`src/rtl/npc_pc_unit.sv`:
```
// rtl/npc_pc_unit.sv - PC register and next-PC selector with branch, jump, exception and stall handling
// Optional return-address stack enabled by defining NPC_RAS_EN.
module npc_pc_unit #(
  parameter int unsigned ADDR_W    = 32,
  parameter logic [31:0] RESET_PC  = 32'h0000_3000,
  parameter logic [31:0] EXC_PC    = 32'h0000_4180,
  parameter int unsigned RAS_DEPTH = 4
) (
  input  logic              clk,
  input  logic              reset_n,
  input  logic              stall,
  input  logic [2:0]        npc_op,
  input  logic [2:0]        br_cond,
  input  logic [25:0]       instr,
  input  logic [31:0]       rs_data,
  input  logic [31:0]       rt_data,
  input  logic              exc_req,
  output logic [ADDR_W-3:0] pc,
  output logic [ADDR_W-1:0] pc_link,
  output logic              taken,
  output logic              redirect_pending,
  output logic              align_err,
  output logic              ras_mispredict
);

  localparam int unsigned PW = ADDR_W - 2;
  localparam logic [PW-1:0] RESET_W = RESET_PC[ADDR_W-1:2];
  localparam logic [PW-1:0] EXC_W   = EXC_PC[ADDR_W-1:2];

  localparam logic [2:0] OP_BRANCH = 3'd1;
  localparam logic [2:0] OP_J      = 3'd2;
  localparam logic [2:0] OP_JAL    = 3'd3;
  localparam logic [2:0] OP_JR     = 3'd4;

  if (ADDR_W < 28 || ADDR_W > 32) begin : g_bad_addr_w
    $error("npc_pc_unit: ADDR_W must be 28..32");
  end
  if (RAS_DEPTH < 2 || RAS_DEPTH > 16 || (RAS_DEPTH & (RAS_DEPTH - 1)) != 0) begin : g_bad_ras_depth
    $error("npc_pc_unit: RAS_DEPTH must be a power of two in 2..16");
  end

  logic [PW-1:0] pc_q, pc_d;
  logic          pend_q, pend_d;
  logic          align_q, align_d;

  logic [PW-1:0] pc_inc, br_tgt, j_tgt, npc;
  logic signed [31:0] rs_s, rt_s;
  logic          br_ok, exc_go, accept;

  assign rs_s   = rs_data;
  assign rt_s   = rt_data;
  assign pc_inc = pc_q + PW'(1);
  assign br_tgt = pc_inc + {{(PW-16){instr[15]}}, instr[15:0]};
  assign exc_go = exc_req | pend_q;
  assign accept = ~stall & ~exc_go;

  always_comb begin
    br_ok = 1'b0;
    case (br_cond)
      3'd0:    br_ok = (rs_s == rt_s);
      3'd1:    br_ok = (rs_s != rt_s);
      3'd2:    br_ok = (rs_s <= 0);
      3'd3:    br_ok = (rs_s > 0);
      3'd4:    br_ok = (rs_s < 0);
      3'd5:    br_ok = (rs_s >= 0);
      default: br_ok = 1'b0;
    endcase
  end

  // Index replaces the low 26 word-address bits; with ADDR_W = 28 that is the whole pc.
  always_comb begin
    j_tgt        = pc_q;
    j_tgt[25:0]  = instr;
  end

  always_comb begin
    npc   = pc_inc;
    taken = 1'b0;
    case (npc_op)
      OP_BRANCH: begin
        npc   = br_ok ? br_tgt : pc_inc;
        taken = br_ok;
      end
      OP_J, OP_JAL: begin
        npc   = j_tgt;
        taken = 1'b1;
      end
      OP_JR: begin
        npc   = rs_data[ADDR_W-1:2];
        taken = 1'b1;
      end
      default: begin
        npc   = pc_inc;
        taken = 1'b0;
      end
    endcase
  end

  always_comb begin
    pc_d    = pc_q;
    pend_d  = pend_q;
    align_d = align_q;
    if (stall) begin
      pend_d = pend_q | exc_req;
    end else if (exc_go) begin
      pc_d   = EXC_W;
      pend_d = 1'b0;
    end else begin
      pc_d    = npc;
      align_d = (npc_op == OP_JR) && (rs_data[1:0] != 2'b00);
    end
  end

  always_ff @(posedge clk) begin
    if (!reset_n) begin
      pc_q    <= RESET_W;
      pend_q  <= 1'b0;
      align_q <= 1'b0;
    end else begin
      pc_q    <= pc_d;
      pend_q  <= pend_d;
      align_q <= align_d;
    end
  end

  assign pc               = pc_q;
  assign pc_link          = {pc_inc, 2'b00};
  assign redirect_pending = pend_q;
  assign align_err        = align_q;

`ifdef NPC_RAS_EN
  localparam int unsigned PTR_W = $clog2(RAS_DEPTH);

  logic [PW-1:0]    ras_q [RAS_DEPTH];
  logic [PW-1:0]    ras_d [RAS_DEPTH];
  logic [PTR_W-1:0] wp_q, wp_d, top_idx;
  logic [PTR_W:0]   cnt_q, cnt_d;
  logic             mis_q, mis_d;

  assign top_idx = wp_q - PTR_W'(1);

  // Write pointer wraps, so a push into a full stack lands on the oldest entry.
  always_comb begin
    ras_d = ras_q;
    wp_d  = wp_q;
    cnt_d = cnt_q;
    mis_d = 1'b0;
    if (accept && npc_op == OP_JAL) begin
      ras_d[wp_q] = pc_inc;
      wp_d        = wp_q + PTR_W'(1);
      if (cnt_q != (PTR_W+1)'(RAS_DEPTH)) cnt_d = cnt_q + (PTR_W+1)'(1);
    end else if (accept && npc_op == OP_JR) begin
      if (cnt_q == '0) begin
        mis_d = 1'b1;
      end else begin
        mis_d = (ras_q[top_idx] != rs_data[ADDR_W-1:2]);
        wp_d  = top_idx;
        cnt_d = cnt_q - (PTR_W+1)'(1);
      end
    end
  end

  always_ff @(posedge clk) begin
    if (!reset_n) begin
      for (int i = 0; i < int'(RAS_DEPTH); i++) ras_q[i] <= '0;
      wp_q  <= '0;
      cnt_q <= '0;
      mis_q <= 1'b0;
    end else begin
      ras_q <= ras_d;
      wp_q  <= wp_d;
      cnt_q <= cnt_d;
      mis_q <= mis_d;
    end
  end

  assign ras_mispredict = mis_q;
`else
  assign ras_mispredict = 1'b0;
`endif

endmodule

```
`config.mk`:
```
export PLATFORM = sky130hd
export DESIGN_NAME = npc_pc_unit
export DESIGN_NICKNAME = d
export VERILOG_FILES = /design/src/rtl/npc_pc_unit.sv
export SDC_FILE = /design/constraint.sdc
export NUM_CORES = 1
export LEC_CHECK = 0
export CAP_MARGIN = 10
export CORE_MARGIN = 8
export CORE_UTILIZATION = 42
export DETAILED_ROUTE_END_ITERATION = 8
export MAX_ROUTING_LAYER = met4
export PLACE_DENSITY = 0.78
export SLEW_MARGIN = 15
export SYNTH_ARGS = -nofsm -noshare
export SYNTH_HDL_FRONTEND = slang
export SYNTH_SLANG_ARGS = --single-unit
```
`constraint.sdc`:
```
create_clock -name clk -period 4 [get_ports clk]
set_input_delay 0.8 -clock clk [delete_from_list [all_inputs] [get_ports clk]]
set_output_delay 0.8 -clock clk [all_outputs]
set_load 0.02 [all_outputs]
```
==> key figures <==
Status
  – Status: completed

Setup path
  – Worst setup EP type: flop
  – Worst Path Arrival: 4150 ps
  – CP startpoint kind: flop
  – Data required, critical path: 4250 ps
  – Reg2reg path depth: 19
  – Kind of critical path: reg -> reg
  – Worst-path maximum fanout: 5

Placement
  – Detailed Place HPWL: 18900 µm
  – IO buf count: 162
  – Final GP Congestion: 1.04
  – Post-DP Area: 0.00753 mm²

Logic synthesis
  – Count of cell types in the netlist: 67
  – Post-synth EDFFs: 0
  – Xor-xnor portion of the synthesized cell area: 0.149
  – Cell count after synthesis: 669
  – Seq/Total Area, Yosys: 0.136
  – Adder-cell share of the synthesized area: 0.100
  – Post-synthesis mux area share: 0.0221
  – Mapped Area: 0.00470 mm²
  – Synth Area in Compound Gates: 0.292
  – Dominant cells by area after synthesis: dfxtp_1, xnor2_1, ha_1
  – #FFs+latches synth: 32
  – Yosys top cell area share: 0.136
  – Area leader, netlist: dfxtp_1
  – Ys flop type: dfxtp_1
  – Async set-reset flop share out of synthesis: 0
  – Largest family of logic cells by synthesized area: compound AO/OA/AOI/OAI gates
  – Syn_area_per_cell: 7.03 µm²
  – Simple-gate share of the synthesized area: 0.249
  – Syn. warnings: 0

CTS
  – Longest Clk Path Bufs: 2
  – Clock sink count: 32
  – Clock slew at reported path FFs: 80 ps
  – Clk_lat worst skew: 300 ps
  – Cts hold-fix bufs: 0
  – CTS buffer count: 5
  – CTS tree: built
  – H-Tree Depth: 2
  – Root Buffer: clkbuf_8

STA
  – Fmax: 256 MHz
  – Slew Viols, Final: 0
  – Final worst clock skew: 7.96 ps
  – Fin crit share: 0.976
  – Worst-margin pin slew: 984 ps
  – Hold Violations, Final: 0
  – # setup viols final: 0
  – RSZ-0062 raised after global routing: yes
  – Period minus WS final: 3910 ps
  – Slew margin rel.: 0.344

Power
  – P per Cell Area: 182 mW/mm²
  – Tot Pwr: 1.44 mW
  – Peak VDD IR: 0.000125 V
  – Pleak: 3.35 nW

Routing
  – Vias: 6560
  – Routed length per placed instance: 21.8 µm
  – Drt first-iter violations: 707
  – DRC: 0
  – Vias/cell: 5.98
  – Antenna viol nets, final: 0
  – Overall routed net length: 23900 µm
  – First drt pass iteration count: 5

Finish
  – Post-Layout Inst Area: 0.00792 mm²
  – Proportion of layout cells with a drive suffix above 1: 0.224
  – # diodes: 0
  – Area delta synth->final: 68.4%
  – Final net count: 1093
  – Filler cells: 890
  – Area of the multi-input gates: 0.00416 mm²
  – Register area: 648 µm²
  – Most common cell after layout, fill and taps aside: clkdlybuf4s50_1
  – Most frequent cells in the layout: clkdlybuf4s50_1, buf_4, nor2_1

Die
  – Die Wd: 122 µm
  – Die Y: 122 µm
  – I/O pin count: 166
  – Initial Util: 0.432
  – # rows: 38
  – Die area: 0.0148 mm²
  – Core ar.: 0.0109 mm²

Job
  – Max-Cap Viols: 0

Global route
  – Vias in the first global route: 6533
  – Gr ovfl total: 0
  – First-pass GRT wire length: 35800 µm
  – Largest net degree at the start of global routing: 27
  – Antenna violations before repair: 0
  – Gr usage total: 0.316

Hold path
  – WHS Path Cells: 2
  – Hold Path Class: reg -> reg
## what timing repair did
| action | CTS | global route |
|---|---|---|
| endpoints found under the setup margin | 6 | 9 |
| pin swaps | 4 | 21 |
| resized for setup | 14 | 39 |
| setup buffers | 1 | 5 |
## kinds of logic after synthesis
group | after synthesis
simple gates | 244
compound gates | 207
xor+xnor | 80
buf+inv | 59
fa+ha+maj | 37
flops | 32
mux | 9
other cells | 1
## stage by stage
step	util	hold WS [ps]	TNS [ps]	std cells	setup WS [ps]
final	0.727	537	0	1097	94.3
after global placement	0.691	512	-698	1083	-388
after global routing	0.727	542	-13.3	1097	-13.3
after CTS	0.704	540	-3.86	1092	-3.86
after detailed placement	0.691	528	-946	1083	-453
after floorplan	-	522	0	671	4.91
## routing by layer
metal  part of all wire  track usage
met5                  0            -
met4              0.033        0.116
met3               0.10       0.0555
met2               0.45        0.509
met1               0.41        0.386
## Yosys cell counts (19+ instances only)
library cell,n
nor2_1,71
xnor2_1,60
nand2_1,57
o21ai_0,55
a21oi_1,49
ha_1,36
dfxtp_1,32
inv_1,30
nand3_1,23
nor3_1,23
nand4_1,20
xor2_1,20
clkbuf_1,19
## area by class of cell
type / instances / share of cell area
inverters: 30 / 0.0142
multi-input cells: 580 / 0.526
well taps: 140 / 0.0221
repair buffers: 307 / 0.346
flip-flops and latches: 32 / 0.0819
clock inverters: 1 / 0.000474
clock buffers: 7 / 0.00964
## sequential cells by signal, indices dropped and copies added (netlist names)
| register | count |
|---|---|
| pc | 30 |
| redirect_pending | 1 |
| align_err | 1 |
## worst max-delay path: stages, from the launching register on
cell and delay [ps]:
dfxtp_4 370, buf_4 110, nand3_1 110, nor3_2 140, buf_4 180, nand3_1 120, xor2_2 230, inv_2 90
ha_1 240, a21oi_2 160, o211ai_1 130, a41oi_2 230, o21ai_2 120, o41ai_4 340, o41a_2 260, a21oi_2 70
o21a_1 180, or3_1 330, a311o_1 360, nand3b_1 80
## worst paths after layout
path	from	end	slack [ps]
setup / recovery	pc[0]	pc[29]	90
hold / removal	align_err	align_err	540
setup reg to reg	pc[0]	pc[29]	90
hold reg to reg	align_err	align_err	540
## power by group
| part | internal (mW) | switching [mW] | total [mW] | leakage, nW |
|---|---|---|---|---|
| combinational | 0.401 | 0.420 | 0.822 | 3.05 |
| clock | 0.122 | 0.151 | 0.273 | 0.0399 |
| sequential | 0.332 | 0.0171 | 0.350 | 0.262 |
(Power assumes the default switching activity.)
